===== src/rtl/cpu_pkg.sv =====
// Shared CPU front-end definitions: fetch widths, reset PC default, PC step,
// fetch FSM state encoding and the instruction-buffer entry layout.
package cpu_pkg;

    localparam int unsigned XLEN    = 32;
    localparam int unsigned INST_W  = 32;

    localparam logic [XLEN-1:0] RESET_PC_DFLT = 32'h0000_0000;
    localparam logic [XLEN-1:0] PC_STEP       = 32'd4;

    typedef enum logic [1:0] {
        IDLE  = 2'd0,
        REQ   = 2'd1,
        DRAIN = 2'd2
    } fetch_state_e;

    // One buffered fetch: address in the upper half, instruction in the lower.
    typedef struct packed {
        logic [XLEN-1:0]   pc;
        logic [INST_W-1:0] inst;
    } fetch_entry_t;

    localparam int unsigned ENTRY_W = $bits(fetch_entry_t);

    // Force an address onto a word boundary.
    function automatic logic [XLEN-1:0] align_word(input logic [XLEN-1:0] a);
        return {a[XLEN-1:2], 2'b00};
    endfunction

endpackage


===== src/rtl/inst_fifo.sv =====
// Instruction buffer: DEPTH-entry synchronous FIFO with flush and a registered
// head (o_valid/o_data) that holds its last value when the buffer empties.
// Ports:
//   clk, rst_n        clock, async active-low reset
//   i_push, i_data    write one entry
//   i_pop             consume head (ignored when empty)
//   i_flush           discard all entries (wins over push)
//   o_valid, o_data   registered head
//   o_count_c         current occupancy (combinational from pointers)
module inst_fifo
    import cpu_pkg::*;
#(
    parameter int unsigned DEPTH  = 4,
    parameter int unsigned DATA_W = ENTRY_W
) (
    input  logic                     clk,
    input  logic                     rst_n,
    input  logic                     i_push,
    input  logic [DATA_W-1:0]        i_data,
    input  logic                     i_pop,
    input  logic                     i_flush,
    output logic                     o_valid,
    output logic [DATA_W-1:0]        o_data,
    output logic [$clog2(DEPTH):0]   o_count_c
);

    localparam int unsigned IDX_W = $clog2(DEPTH);
    localparam int unsigned PTR_W = IDX_W + 1;

    logic [DATA_W-1:0] r_mem [DEPTH];
    logic [PTR_W-1:0]  r_wr_ptr;
    logic [PTR_W-1:0]  r_rd_ptr;
    logic              r_valid;
    logic [DATA_W-1:0] r_data;

    logic              w_empty;
    logic              w_full;
    logic              w_push;
    logic              w_pop;
    logic [PTR_W-1:0]  w_wr_nxt;
    logic [PTR_W-1:0]  w_rd_nxt;
    logic [PTR_W-1:0]  w_cnt_nxt;
    logic              w_valid_nxt;
    logic [DATA_W-1:0] w_data_nxt;

    assign w_empty = (r_wr_ptr == r_rd_ptr);
    assign w_full  = (r_wr_ptr[IDX_W-1:0] == r_rd_ptr[IDX_W-1:0]) &&
                     (r_wr_ptr[IDX_W] != r_rd_ptr[IDX_W]);
    assign w_pop   = i_pop && !w_empty;
    assign w_push  = i_push && (!w_full || w_pop);

    // Next pointers and next registered head.
    always_comb begin
        w_wr_nxt    = r_wr_ptr + PTR_W'(w_push);
        w_rd_nxt    = r_rd_ptr + PTR_W'(w_pop);
        w_cnt_nxt   = w_wr_nxt - w_rd_nxt;
        w_valid_nxt = (w_cnt_nxt != '0);
        w_data_nxt  = r_data;
        if (w_valid_nxt) begin
            // A single remaining entry that is being written now bypasses the array.
            if (w_push && (w_cnt_nxt == PTR_W'(1))) begin
                w_data_nxt = i_data;
            end else begin
                w_data_nxt = r_mem[w_rd_nxt[IDX_W-1:0]];
            end
        end
        if (i_flush) begin
            w_wr_nxt    = '0;
            w_rd_nxt    = '0;
            w_valid_nxt = 1'b0;
            w_data_nxt  = r_data;
        end
    end

    // Pointer and head registers.
    always_ff @(posedge clk or negedge rst_n) begin
        if (!rst_n) begin
            r_wr_ptr <= '0;
            r_rd_ptr <= '0;
            r_valid  <= 1'b0;
            r_data   <= '0;
        end else begin
            r_wr_ptr <= w_wr_nxt;
            r_rd_ptr <= w_rd_nxt;
            r_valid  <= w_valid_nxt;
            r_data   <= w_data_nxt;
        end
    end

    // Storage array.
    always_ff @(posedge clk) begin
        if (w_push && !i_flush) begin
            r_mem[r_wr_ptr[IDX_W-1:0]] <= i_data;
        end
    end

    assign o_valid   = r_valid;
    assign o_data    = r_data;
    assign o_count_c = r_wr_ptr - r_rd_ptr;

endmodule


===== src/rtl/inst_fetch.sv =====
// Instruction-fetch stage: issues sequential word fetches over a req/ack
// memory handshake (one outstanding), buffers returned instructions and hands
// them to decode over valid/ready. Redirects flush the buffer and drain any
// in-flight request before fetching from the new target.
// Ports:
//   clk, rst                    clock, async active-low reset
//   imem_req/addr/ack/rdata     instruction memory handshake
//   redirect_valid/pc           one-cycle restart request
//   if_valid/ready/inst/pc      decode interface (buffer head)
//   pc                          next address to be fetched
module inst_fetch
    import cpu_pkg::*;
#(
    parameter logic [31:0] RESET_PC  = RESET_PC_DFLT,
    parameter int unsigned BUF_DEPTH = 4
) (
    input  logic        clk,
    input  logic        rst,
    output logic        imem_req,
    output logic [31:0] imem_addr,
    input  logic        imem_ack,
    input  logic [31:0] imem_rdata,
    input  logic        redirect_valid,
    input  logic [31:0] redirect_pc,
    output logic        if_valid,
    input  logic        if_ready,
    output logic [31:0] if_inst,
    output logic [31:0] if_pc,
    output logic [31:0] pc
);

    localparam int unsigned CNT_W = $clog2(BUF_DEPTH) + 1;
    localparam int unsigned CW1   = CNT_W + 1;

    fetch_state_e r_state;
    fetch_state_e w_state_nxt;
    logic [31:0]  r_pc;
    logic [31:0]  w_pc_nxt;
    logic [31:0]  r_addr;
    logic [31:0]  w_addr_nxt;
    logic         r_req;
    logic         w_req_nxt;

    logic             w_push;
    logic             w_pop;
    logic [CNT_W-1:0] w_count;
    logic [CW1-1:0]   w_cnt_base;
    logic             w_room_idle;
    logic             w_room_push;
    fetch_entry_t     w_push_entry;
    fetch_entry_t     w_head;
    logic             w_head_valid;

    assign w_pop        = w_head_valid && if_ready;
    assign w_push_entry = '{pc: r_addr, inst: imem_rdata};

    // Credit: occupancy after this cycle's pop, plus the request about to issue,
    // must stay within the buffer.
    assign w_cnt_base  = CW1'(w_count) - CW1'(w_pop);
    assign w_room_idle = (w_cnt_base < CW1'(BUF_DEPTH));
    assign w_room_push = ((w_cnt_base + CW1'(1)) < CW1'(BUF_DEPTH));

    inst_fifo #(
        .DEPTH  (BUF_DEPTH),
        .DATA_W (ENTRY_W)
    ) u_fifo (
        .clk       (clk),
        .rst_n     (rst),
        .i_push    (w_push),
        .i_data    (w_push_entry),
        .i_pop     (w_pop),
        .i_flush   (redirect_valid),
        .o_valid   (w_head_valid),
        .o_data    (w_head),
        .o_count_c (w_count)
    );

    // Fetch FSM next-state, pc and request address.
    always_comb begin
        w_state_nxt = r_state;
        w_pc_nxt    = r_pc;
        w_addr_nxt  = r_addr;
        w_push      = 1'b0;
        case (r_state)
            IDLE: begin
                if (!redirect_valid && w_room_idle) begin
                    w_state_nxt = REQ;
                    w_addr_nxt  = r_pc;
                end
            end
            REQ: begin
                if (imem_ack && !redirect_valid) begin
                    w_push   = 1'b1;
                    w_pc_nxt = r_pc + PC_STEP;
                    if (w_room_push) begin
                        w_addr_nxt = r_pc + PC_STEP;
                    end else begin
                        w_state_nxt = IDLE;
                    end
                end else if (redirect_valid && !imem_ack) begin
                    w_state_nxt = DRAIN;
                end else if (redirect_valid) begin
                    // Acked data belongs to the old path; drop it.
                    w_state_nxt = IDLE;
                end
            end
            DRAIN: begin
                if (imem_ack) begin
                    w_state_nxt = IDLE;
                end
            end
            default: w_state_nxt = IDLE;
        endcase
        if (redirect_valid) begin
            w_pc_nxt = align_word(redirect_pc);
        end
        w_req_nxt = (w_state_nxt != IDLE);
    end

    // State, pc and request registers.
    always_ff @(posedge clk or negedge rst) begin
        if (!rst) begin
            r_state <= IDLE;
            r_pc    <= RESET_PC;
            r_addr  <= RESET_PC;
            r_req   <= 1'b0;
        end else begin
            r_state <= w_state_nxt;
            r_pc    <= w_pc_nxt;
            r_addr  <= w_addr_nxt;
            r_req   <= w_req_nxt;
        end
    end

    assign imem_req  = r_req;
    assign imem_addr = r_addr;
    assign pc        = r_pc;
    assign if_valid  = w_head_valid;
    assign if_inst   = w_head.inst;
    assign if_pc     = w_head.pc;

endmodule


===== config.mk =====
export PLATFORM = sky130hd
export DESIGN_NAME = inst_fetch
export DESIGN_NICKNAME = d
export VERILOG_FILES = /design/src/rtl/cpu_pkg.sv /design/src/rtl/inst_fifo.sv /design/src/rtl/inst_fetch.sv
export SDC_FILE = /design/constraint.sdc
export NUM_CORES = 1
export LEC_CHECK = 0
export BUFFER_PORTS_ARGS = -buffer_cell sky130_fd_sc_hd__buf_2
export CAP_MARGIN = 20
export CORE_AREA = 2 2 168 170
export CTS_BUF_LIST = sky130_fd_sc_hd__clkbuf_8
export DETAILED_ROUTE_END_ITERATION = 7
export DIE_AREA = 0 0 170 172
export PLACE_DENSITY = 0.8
export SYNTH_ARGS = -nofsm -noshare
export SYNTH_HDL_FRONTEND = slang
export SYNTH_SLANG_ARGS = --single-unit

===== constraint.sdc =====
create_clock -name clk -period 6.85 [get_ports clk]
set_clock_uncertainty 0.2 [all_clocks]
set_input_delay 1.0275 -clock clk [delete_from_list [all_inputs] [get_ports clk]]
set_output_delay 1.0275 -clock clk [all_outputs]
set_load 0.005 [all_outputs]

[Yosys cells after proc, flatten, opt, wreduce, memory -nomap -nowiden]
Memories as Yosys holds them, arrays and structs flattened.
Cells that the tools add are included.
Word-level totals
  flip-flop bits (word level): 138
  RAM bits: 256
  input port bits: 69
  memories: 1
Memories
  u_fifo.r_mem: words 4, bits a word 64, read ports 1, clocked after memory_dff 0, write ports 1, RTL line inst_fifo.sv:30  | logic [DATA_W-1:0] r_mem [DEPTH];
Cells by class
  add/subtract/negate cells: 7
  $lt $le $gt $ge: 2
  eq/ne operators: 9
  multiplexer cells: 22
  bitwise gates (word level): 1
  reduce and logical (&&, ||, !) cells: 23
Operators with widths (number)
  2-to-1 mux 32 bit: 6
  2-to-1 mux 64 bit: 1
  one-hot mux 32 bit (2 select lines): 1
  adder 32 x 3 -> 32 bit (second input constant): 1
  2-to-1 mux 2 bit: 6
  logical AND 1 bit: 9
  less-than comparator 4 x 3 -> 1 bit (second input constant): 2
  nonzero test 2 bit: 4
  adder 3 x 1 -> 3 bit: 2
  2-to-1 mux 3 bit: 2
  != test 2 bit (second input constant): 3
  one-hot mux 2 bit (3 select lines): 1
  subtractor 3 bit: 2
  2-to-1 mux 1 bit: 5
  adder 4 x 1 -> 4 bit (second input constant): 1
  zero test 1 bit: 4
  AND reduction 2 bit: 2
  AND reduction 4 bit: 1
  subtractor 3 x 1 -> 4 bit: 1
  == test 3 x 1 -> 1 bit (second input constant): 1
  == test 3 bit: 1
  nonzero test 3 bit: 1
  == test 2 x 1 -> 1 bit (second input constant): 1
  == test 2 bit: 1
  other kinds (5): 5

[Depth between registers and ports, before layout]
Gate-level depths: netlist of the first run.
  depth after elaboration: 10
  depth in mapped cells: 15
  gate-level depth less buffers: 13

[Modules after synthesis]
A second synthesis of the first run with hierarchy kept.
Unflattened totals
  cells, all modules: 1112
  area, all modules: 16244.3 sq um
By module, submodules not included
  inst_fifo: instances 1, cells each 730, area each 12589.6 sq um, sequential area each 9464.1 sq um
  inst_fetch: instances 1, cells each 382, area each 3654.8 sq um, sequential area each 1576.5 sq um

[Least setup slack after synthesis of the first run]
No wires, ideal clock.
  path kind: input-to-reg
  start: in redirect_valid
  end: mem u_fifo.r_mem[2][0] in the netlist's numbering (enable)
  library setup time: 482 ps
  data arrival time: 4351 ps
  setup slack: 1817 ps
  cell stages on the path: 5
  path buffers: 1
  cells stage by stage: buf_6 > and4bb_2 > o31a_1 > nand2_1 > nor2_1
On the way
  longest elaborated chain between the ends: 8
Ends and longest elaborated chain
  from (decl): RTL line inst_fetch.sv:23  | input logic redirect_valid,
  zero test 1 bit *: RTL line inst_fifo.sv:92, inst_fetch.sv:92
  logical AND 1 bit: RTL line inst_fetch.sv:92  | if (imem_ack && !redirect_valid) begin
  2-to-1 mux 1 bit: RTL line inst_fetch.sv:92
  2-to-1 mux 1 bit: RTL line inst_fetch.sv:84  | case (r_state)
  logical AND 1 bit: RTL line inst_fifo.sv:50  | assign w_push = i_push && (!w_full || w_pop);
  logical AND 1 bit *: RTL line inst_fifo.sv:92  | if (w_push && !i_flush) begin
  2-to-1 mux 1 bit *: RTL line inst_fifo.sv:92
  2-to-1 mux 1 bit (not written as such) *: RTL line inst_fifo.sv:93  | r_mem[r_wr_ptr[IDX_W-1:0]] <= i_data;
  to (decl): RTL line inst_fifo.sv:30
Mark *: on every way between the ends. The rest lies on a longest branch, timed or not.

[Worst setup path after layout of the first run]
  start: reg u_fifo.r_wr_ptr[0]
  end: reg u_fifo.r_data[36] (netlist: u_fifo.o_data[36])
On the way
  longest elaborated chain between the ends: 10
Ends and longest elaborated chain
  from (decl): RTL line inst_fifo.sv:31  | logic [PTR_W-1:0] r_wr_ptr;
  from (signal assigned): RTL line inst_fifo.sv:83  | r_wr_ptr <= w_wr_nxt;
  == test 3 bit / == test 2 bit (equally long branches): RTL line inst_fifo.sv:46, inst_fifo.sv:47
  zero test 1 bit / logical AND 1 bit (equally long branches): RTL line inst_fifo.sv:49, inst_fifo.sv:47
  logical AND 1 bit / zero test 1 bit (equally long branches): RTL line inst_fifo.sv:49, inst_fifo.sv:50
  logical OR 1 bit: RTL line inst_fifo.sv:50
  logical AND 1 bit: RTL line inst_fifo.sv:50
  adder 3 x 1 -> 3 bit: RTL line inst_fifo.sv:54  | w_wr_nxt = r_wr_ptr + PTR_W'(w_push);
  subtractor 3 bit: RTL line inst_fifo.sv:56  | w_cnt_nxt = w_wr_nxt - w_rd_nxt;
  == test 3 x 1 -> 1 bit: RTL line inst_fifo.sv:61  | if (w_push && (w_cnt_nxt == PTR_W'(1))) begin
  logical AND 1 bit: RTL line inst_fifo.sv:61
  2-to-1 mux 64 bit: RTL line inst_fifo.sv:61
  to (signal assigned): RTL line inst_fifo.sv:86  | r_data <= w_data_nxt;
  to (decl): RTL line inst_fifo.sv:34  | logic [DATA_W-1:0] r_data;
Several ways; a longest one is shown, not always the timed one.
A chain may end at the register's enable or synchronous reset.

==> impl_metrics.ini, run 1 <==
[global_route]
grt_max_degree = 71
grt.total_usage_pct = 22.3
grt_pass1_wl_um = 50200
antenna_found_initial = 0
grt_overflow = 0
grt_pass1_vias = 9304

[worst_setup_path]
worstSetupStartpointType = register
max_stage_delay_ns = 0.83
reg2reg_from = u_fifo.r_wr_ptr[0]
path_max_fanout = 35
required_ns = 7.14
crit_chain = inv_1, ha_1, nand2_1, o21a_1, ha_4, ha_1, fa_1, nor2b_1, o2111ai_1, mux2i_4, buf_12, nand2_1, a31oi_1
crit_start = u_fifo.r_wr_ptr[0]
end_kind = register
crit_slowest_cell = mux2i_4
crit_arrival_ns = 4.92
critical_path_class = register to register

[sta]
rsz0062_at_grt = no
max_slew.worst_pin.slew_ns = 1.15
tns_ns = 0
hold_violations = 0
fmaxAchievable_mhz = 216
drv_slew = 0
finalCriticalPeriod_ns = 4.62
holdWs_ns = 0.248
slew_headroom_pct = 22.7
setup_viol = 0
final.period_utilization_pct = 67.5

[die]
initial_core_util_pct = 58.4
die_h_um = 172
ios = 199
dieWidth_um = 170
rows = 61
die-area_um2 = 29200
core_um2 = 27500

[cts]
cts_tree = built
cts_setup_buffers = 0
ctsResizeCount = 0
clk_latency_ns = 0.58
cts_root_buffer = clkbuf_8
ctsLongestPathBuffers = 3
cts_inserted_buffers = 58
clk_pin_slew_worst_paths_ns = 0.07
htree_levels = 2
postCtsHoldBufs = 0
cts_sinks = 380

[yosys]
async_reset_ff_share_pct = 34.7
ys_ff_latch = 380
ys_types = 55
synthTopCellsByArea = edfxtp_1 (46%), dfrtp_1 (21%), mux4_2 (8.7%), nand2_1 (4.3%), mux2_4 (2.8%)
synth_compound_area_share_pct = 3.93
synthCells = 1078
synth_xor_area_share_pct = 3.73
synth_top_family_by_area = multiplexers
yosys.area.top_type_share_pct = 46.4
yosys.area_share.simple_pct = 9.56
synth_top_area_cell = edfxtp_1
synth-edff-count = 248
synth_fa_ha_area_share_pct = 1.03
syn_area_per_cell_um2 = 14.9
yosys_warnings = 0
synth.area.mux_share_pct = 11.9
synth.yosys.seq_area_share_pct = 67.0
syn_area_um2 = 16000
synthFlopType = edfxtp_1

[route]
firstDrtPassIters = 5
drc = 0
drt-initial-drc-count = 670
routed_wl_um = 32500
wire_per_inst_um = 19.4
vias_per_cell = 5.59
ant_nets = 0
via_count = 9332

[place]
post_dp_cell_area_um2 = 17200
port_buffers = 190
dp_hpwl_um = 19800
gp_congestion = 0.803
dp_cells = 1560

[power_and_ir_drop]
totalPowerFinal_mw = 6.42
peakVddDrop_uv = 186
power_leakage_nw = 6.99
powerDensity_nw_per_um2 = 348

[layout]
ff_latch_area_um2 = 10800
nets = 1356
finish.instance_area_um2 = 18500
area_growth_pct = 15.1
fin_cells = 1670
drive_gt1_share_pct = 30.7
fillers = 1921
multi_input_area_um2 = 4930
n_antenna_cell = 0

[outcome]
status = complete, no violations

[hold_path]
holdCritPathClass = input pin to async pin

[job]
max_cap_viol_count = 0
## synth_stat cells, types with 2 or more instances
library cell,count
fa_1,2
nor2b_1,3
and3_1,8
buf_4,6
mux2i_1,4
mux2_4,30
edfxtp_1,248
nand4_1,14
o21ai_1,22
dfrtp_1,132
buf_12,3
inv_1,5
nand2_1,182
and2_1,3
nor4_2,6
nand3_1,18
mux4_2,62
a31oi_1,62
xor2_1,26
buf_6,6
mux2_2,2
or3_1,2
nor3_1,12
clkbuf_1,31
buf_2,20
clkbuf_2,2
ha_1,10
nor2_1,79
o21ai_0,7
nand2b_1,2
xnor2_1,37
a21oi_1,2
nor4_1,7
and4_1,2
## cell usage in the layout, fill, tap and decap left out, types with 4 or more instances in the layout
cell,instances
edfxtp_1,248
ha_1,8
clkinv_1,4
nor4_1,7
dfrtp_1,132
nand2_1,182
clkinv_2,14
buf_2,189
mux4_2,62
nor4_2,6
conb_1,6
xnor2_1,37
nor3_1,12
clkbuf_8,69
nand3_1,18
bufinv_16,4
nor2_1,77
inv_1,21
and3_1,6
nand4_1,14
buf_4,11
mux2_4,30
xor2_1,26
a31oi_1,62
o21ai_1,22
o21ai_0,7
## state kept, by name, summed over array words and instances (netlist names)
signal / flops
u_fifo.r_mem: 248
u_fifo.o_data: 62
imem_addr: 30
pc: 30
u_fifo.r_rd_ptr: 3
u_fifo.r_wr_ptr: 3
r_state: 2
imem_req: 1
u_fifo.o_valid: 1
## through the flow
stage / utilization (%) / setup slack, ns
CTS: 67.1 / 2.22
global placement: 62.6 / 2.02
finish: 67.2 / 2.23
floorplan: - / 1.82
detailed placement: 62.6 / 1.93
global route: 67.2 / 1.96
## worst max-delay path, delay by kind of cell (launching register included)
family	cells	cell delay [ns]
AO/OA/AOI/OAI	3	0.64
adder cells (fa/ha/maj)	4	1.59
buffers and inverters	2	0.43
flip-flops	1	0.44
multiplexers	1	0.83
AND/OR/NAND/NOR	3	0.40
## layer usage
layer	vias up	GRT usage, %	share of wire [%]
met5	-	0	0
met4	0	5.17	1.4
met3	35	3.89	5.5
met2	291	37.4	49
met1	4613	31.1	44
li1	4393	-	-
## cells by family (layout without fill, tap and decap cells)
logic type,Yosys count,after routing
mux,98,98
buf+inv,76,317
xor+xnor,65,65
flops,380,380
simple gates,345,345
compound gates,101,101
other cells,1,6
fa+ha+maj,12,12
## area by class of cell
cell class                      instances  area share [%]
Multi-Input combinational cell        627            26.7
Timing Repair Buffer                  203            5.89
Clock inverter                         40            1.54
Clock buffer                           69            5.15
Inverter                                5           0.102
Sequential cell                       380            58.3
Tap cell                              346            2.35
## worst paths after layout
path	slack (ns)	depth (start not counted)	to
worst max-delay path	2.23	13	u_fifo.o_data[36]
worst min-delay path	0.25	1	u_fifo.o_data[6]
worst max register to register	2.23	13	u_fifo.o_data[36]
worst min register to register	0.34	2	u_fifo.o_data[7]
max in group asynchronous	4.86	2	imem_addr[10]
min in group clk	0.34	2	u_fifo.o_data[7]
## where the power goes
part	internal (mW)	total (mW)	switching, mW	leakage (nW)
logic	0.621	1.22	0.596	2.49
registers	2.91	3.28	0.364	3.80
clock network	1.07	1.93	0.859	0.705
total	4.60	6.42	1.82	6.99
Note: power is estimated with default switching activity, not from simulation.
==> inputs of run 2 (changes only) <==
Settings changed: CORE_AREA 2 2 168 170 to 2 2 176 178, DIE_AREA 0 0 170 172 to 0 0 178 180, PLACE_DENSITY 0.8 to 0.77.
Clock period 6.85 ns to 4.2 ns, I/O delays scaled along.
==> run 2 against run 1 <==
  * Via count increased by 1.9%
  * Cell area up 0.57%
  * Register-to-register slack worse by 1.9 ns
  * Setup slack got worse by 1.9 ns
  * Combinational power rose by 64%
  * First-iteration DRC count increased by 1.8%
  * Core utilization shrank 5.7 points
  * Largest power group unchanged
==> impl_metrics.ini, run 2 (same netlist as run 1, synthesis figures left out) <==
[global_route]
grt_pass1_wl_um = 52300
grt_max_degree = 91
grt_overflow = 0
antenna_found_initial = 0
grt.total_usage_pct = 20.9
grt_pass1_vias = 9583

[layout]
final_common_cell = edfxtp_1
n_antenna_cell = 0
fin_cells = 1727
largest_reg_flops = 248
area_growth_pct = 15.7
layout_common_cells = edfxtp_1 (248), buf_2 (189), nand2_1 (182)
fin_util_pct = 61.5
drive_gt1_share_pct = 30.8
finish.instance_area_um2 = 18600
nets = 1364

[route]
ant_nets = 0
vias_per_cell = 5.51
wire_per_inst_um = 18.9
routed_wl_um = 32700
drc = 0
drt-initial-drc-count = 682
via_count = 9508
firstDrtPassIters = 5

[die]
die-area_um2 = 32000
initial_core_util_pct = 53.1
core_um2 = 30200
dieWidth_um = 178
ios = 199
die_h_um = 180
rows = 64

[place]
dp_hpwl_um = 20000
port_buffers = 190
dp_cells = 1618
gp_congestion = 0.817
post_dp_cell_area_um2 = 17400

[power_and_ir_drop]
powerDensity_nw_per_um2 = 560
peakVddDrop_uv = 254
power_leakage_nw = 7.01
totalPowerFinal_mw = 10.4

[worst_setup_path]
path_max_fanout = 17
crit_arrival_ns = 4.14
critical_path_class = register to register
end_kind = register
required_ns = 4.43
worstSetupStartpointType = register
rr_worst_depth = 14

[sta]
finalCriticalPeriod_ns = 3.90
max_slew.worst_pin.slew_ns = 0.972
holdWs_ns = 0.0572
setup_viol = 0
final.period_utilization_pct = 92.9
slew_headroom_pct = 35.2
hold_violations = 0
rsz0062_at_grt = no
drv_slew = 0
fmaxAchievable_mhz = 256

[outcome]
status = complete, no violations

[cts]
cts_sinks = 380
cts_inserted_buffers = 58
ctsLongestPathBuffers = 3
clk_latency_ns = 0.60
htree_levels = 2
cts_root_buffer = clkbuf_8
clk_pin_slew_worst_paths_ns = 0.06
cts_tree = built

[job]
max_cap_viol_count = 0

[hold_path]
holdCritPathClass = input pin to register
holdPathStages = 1
run 2: cell count changes in the layout (fill, tap and decap cells not counted), sizes merged:
cell	previous run	this run
clkbuf	69	67
clkinv	18	20
dlygate4sd3	0	1
bufinv	4	3
buf	203	210
clkinvlp	1	0
inv	22	23
run 2: final cells by class:
type                    instances  area [um2]
inverters                       5        18.8
multi-input cells             627        4930
flip-flops and latches        380       10800
repair buffers                211        1180
fillers                      2275       11600
well taps                     396         495
clock buffers                  67         922
clock inverters                41         262
run 2: final timing paths:
check                      slack [ns]            endpoint               start
setup / recovery                 0.30   u_fifo.o_data[58]  u_fifo.r_wr_ptr[0]
setup reg to reg                 0.30   u_fifo.o_data[58]  u_fifo.r_wr_ptr[0]
min in group asynchronous        0.39    u_fifo.o_data[6]                 rst
max in group asynchronous        2.54        imem_addr[8]                 rst
hold / removal                   0.06  u_fifo.r_mem[3][2]       imem_rdata[2]
hold reg to reg                  0.34   u_fifo.o_data[12]   u_fifo.o_data[12]
run 2: what timing repair did:
action,CTS,global route
endpoints found under the hold margin,56,0
hold buffers,1,0
gates resized for setup,0,0
buffers inserted,0,0
run 2: through the flow:
step           worst slack (ns)  TNS [ns]
2_1_floorplan            -0.436    -54.01
3_3_place_gp              0.336         0
3_5_place_dp              0.273         0
4_1_cts                   0.285         0
5_1_grt                  0.0926         0
6_report                  0.298         0
run 2: worst max-delay path: stages, from the launching register on:
cell	delay, ns
dfrtp_1	0.43
inv_1	0.14
ha_1	0.32
nand2_1	0.09
o31a_1	0.30
ha_1	0.29
inv_1	0.06
ha_1	0.19
fa_1	0.54
nor2b_1	0.22
o2111ai_1	0.21
mux2_2	0.35
buf_4	0.22
nand2_1	0.11
a31oi_1	0.09
run 2: where the power goes:
part	internal, mW	switching [mW]	total [mW]
registers	4.75	0.591	5.34
clock network	1.65	1.41	3.05
logic	1.03	0.968	2.00
total	7.43	2.97	10.4
run 2: metal layers:
metal | share of wire, % | GRT usage [%] | vias to the layer above
li1 | - | - | 4401
met1 | 44 | 29.6 | 4696
met2 | 48 | 33.6 | 357
met3 | 6.0 | 3.36 | 54
met4 | 2.2 | 6.16 | 0
met5 | 0 | 0 | -
==> inputs of run 3 (changes only) <==
Settings changed: CORE_AREA 2 2 176 178 to 2 2 168 170, DIE_AREA 0 0 178 180 to 0 0 170 172, PLACE_DENSITY 0.77 to 0.8.
Clock period 4.2 ns to 4.7 ns, I/O delays scaled along.
==> run 3 against run 2 <==
  * Core utilization up 5.7 points
  * Clock power down 11%
  * Sequential power down 11%
  * Hold slack better by 0.070 ns
  * Routed wire length down 1.8%
  * Cell area down 0.53%
  * Final cell count down 3.0%
  * Critical endpoint is now u_fifo.o_data[28]
==> impl_metrics.ini, run 3 (same netlist as run 1, synthesis figures left out) <==
[worst_setup_path]
crit_chain = inv_1, ha_1, nand2_1, o31a_1, ha_1, ha_1, inv_1, fa_1, nor2b_1, o2111ai_1, mux2i_4, buf_4, nand2_1, a31oi_1
path_max_fanout = 42
required_ns = 5.01
critical_path_class = register to register
crit_slowest_cell = fa_1
end_kind = register
max_stage_delay_ns = 0.56
cp_common_cell = ha_1
r2r_end = u_fifo.o_data[28]
rr_worst_depth = 14
worstSetupStartpointType = register
reg2reg_from = u_fifo.r_wr_ptr[0]
cpLargestDelayFamily = adder cells
cp_num_buf_inv = 3
crit_arrival_ns = 4.48
rrSetupSlack_ns = 0.53

[sta]
fmaxAchievable_mhz = 240
finalCriticalPeriod_ns = 4.17
rsz0062_at_grt = no
holdWs_ns = 0.127
hold_violations = 0
tns_ns = 0
final.period_utilization_pct = 88.7
setup_viol = 0
max_slew.worst_pin.slew_ns = 0.969
drv_slew = 0
slew_headroom_pct = 35.4

[cts]
cts_root_buffer = clkbuf_8
clk_pin_slew_worst_paths_ns = 0.07
cts_tree = built
ctsResizeCount = 0
cts_inserted_buffers = 58
clk_latency_ns = 0.60
htree_levels = 2
cts_sinks = 380
ctsLongestPathBuffers = 3

[global_route]
antenna_found_initial = 0
grt.total_usage_pct = 22.4
grt_pass1_wl_um = 50700
grt_overflow = 0
grt_use_met3_pct = 3.80
met2_usage_pct = 36.9
grt_max_degree = 93
grt_pass1_vias = 9492
use_met1_pct = 31.4
busiest_layer = met2

[die]
die-area_um2 = 29200
core_um2 = 27500
dieWidth_um = 170
ios = 199
initial_core_util_pct = 58.4
rows = 61
die_h_um = 172

[route]
wire_per_inst_um = 19.2
drt-initial-drc-count = 686
ant_nets = 0
firstDrtPassIters = 4
routed_wl_um = 32100
via_count = 9393
drc = 0
vias_per_cell = 5.61

[layout]
fillers = 1949
finish.instance_area_um2 = 18500
final_common_cell = edfxtp_1
multi_input_area_um2 = 4930
ff_latch_area_um2 = 10800
area_growth_pct = 15.1
n_antenna_cell = 0
layout_common_cells = edfxtp_1 (248), buf_2 (189), nand2_1 (182)
drive_gt1_share_pct = 30.7
largest_reg_flops = 248
nets = 1360
fin_util_pct = 67.2

[power_and_ir_drop]
power_leakage_nw = 6.99
peakVddDrop_uv = 225
powerDensity_nw_per_um2 = 501
totalPowerFinal_mw = 9.25

[hold_path]
hold_end = pc[21]
holdCritPathClass = input pin to register
hp-start = redirect_pc[21]
holdPathStages = 3

[place]
post_dp_cell_area_um2 = 17300
dp_hpwl_um = 19500
gp_congestion = 0.802
port_buffers = 190

[outcome]
status = complete, no violations

[job]
max_cap_viol_count = 0
## run 3: changes by cell type in the layout (fill, tap and decap cells not counted)
cell / before / now
inv_6: 1 / 0
buf_4: 15 / 12
clkinvlp_4: 0 / 1
bufinv_16: 3 / 1
inv_8: 1 / 0
buf_12: 5 / 4
clkinv_8: 0 / 1
clkbuf_8: 67 / 72
clkinv_2: 13 / 12
## run 3: worst register-to-register path, stage by stage, from the launching register on
cell       delay (ns)
dfrtp_1          0.43
inv_1            0.14
ha_1             0.33
nand2_1          0.09
o31a_1           0.31
ha_1             0.21
ha_1             0.27
inv_1            0.06
fa_1             0.56
nor2b_1          0.19
o2111ai_1        0.21
mux2i_4          0.20
buf_4            0.47
nand2_1          0.18
a31oi_1          0.23
## run 3: per-layer routing
metal  vias to the layer above  part of all wire, %
met5                         -                    0
met4                         0                  2.1
met3                        55                  5.4
met2                       307                   48
met1                      4630                   44
li1                       4401                    -
## run 3: worst max path at each step
stage	startpoint	to	cells after the start
floorplan	redirect_valid	u_fifo.r_mem[2][0]	5
finish	u_fifo.r_wr_ptr[0]	u_fifo.o_data[28]	14
global route	u_fifo.r_wr_ptr[0]	u_fifo.o_data[28]	14
CTS	u_fifo.r_wr_ptr[0]	u_fifo.o_data[28]	14
detailed placement	if_ready	u_fifo.o_data[28]	13
global placement	if_ready	u_fifo.o_data[62]	13
## run 3: power by group
group	total [mW]	internal (mW)	switching (mW)
combinational	1.80	0.922	0.879
clock	2.70	1.44	1.25
sequential	4.76	4.24	0.513
total	9.25	6.61	2.64
## run 3: repair_timing
action	in CTS	in global routing
hold buffers	1	0
buffers inserted	0	0
hold endpoints to repair	40	0
## run 3: final cells by class
cell class                 instances  share of cell area, %
clock inverter                    38                   1.08
inverter                           5                  0.102
sequential                       380                   58.2
tap                              346                   2.34
timing repair buffer             207                   6.16
clock buffer                      72                   5.37
multi-input combinational        627                   26.7
## run 3: through the flow
step,setup WS (ns),std cells
final,0.531,1675
after global routing,0.381,1675
after CTS,0.542,1675
after detailed placement,0.464,1564
after global placement,0.590,1564
after floorplan,-0.0106,1083
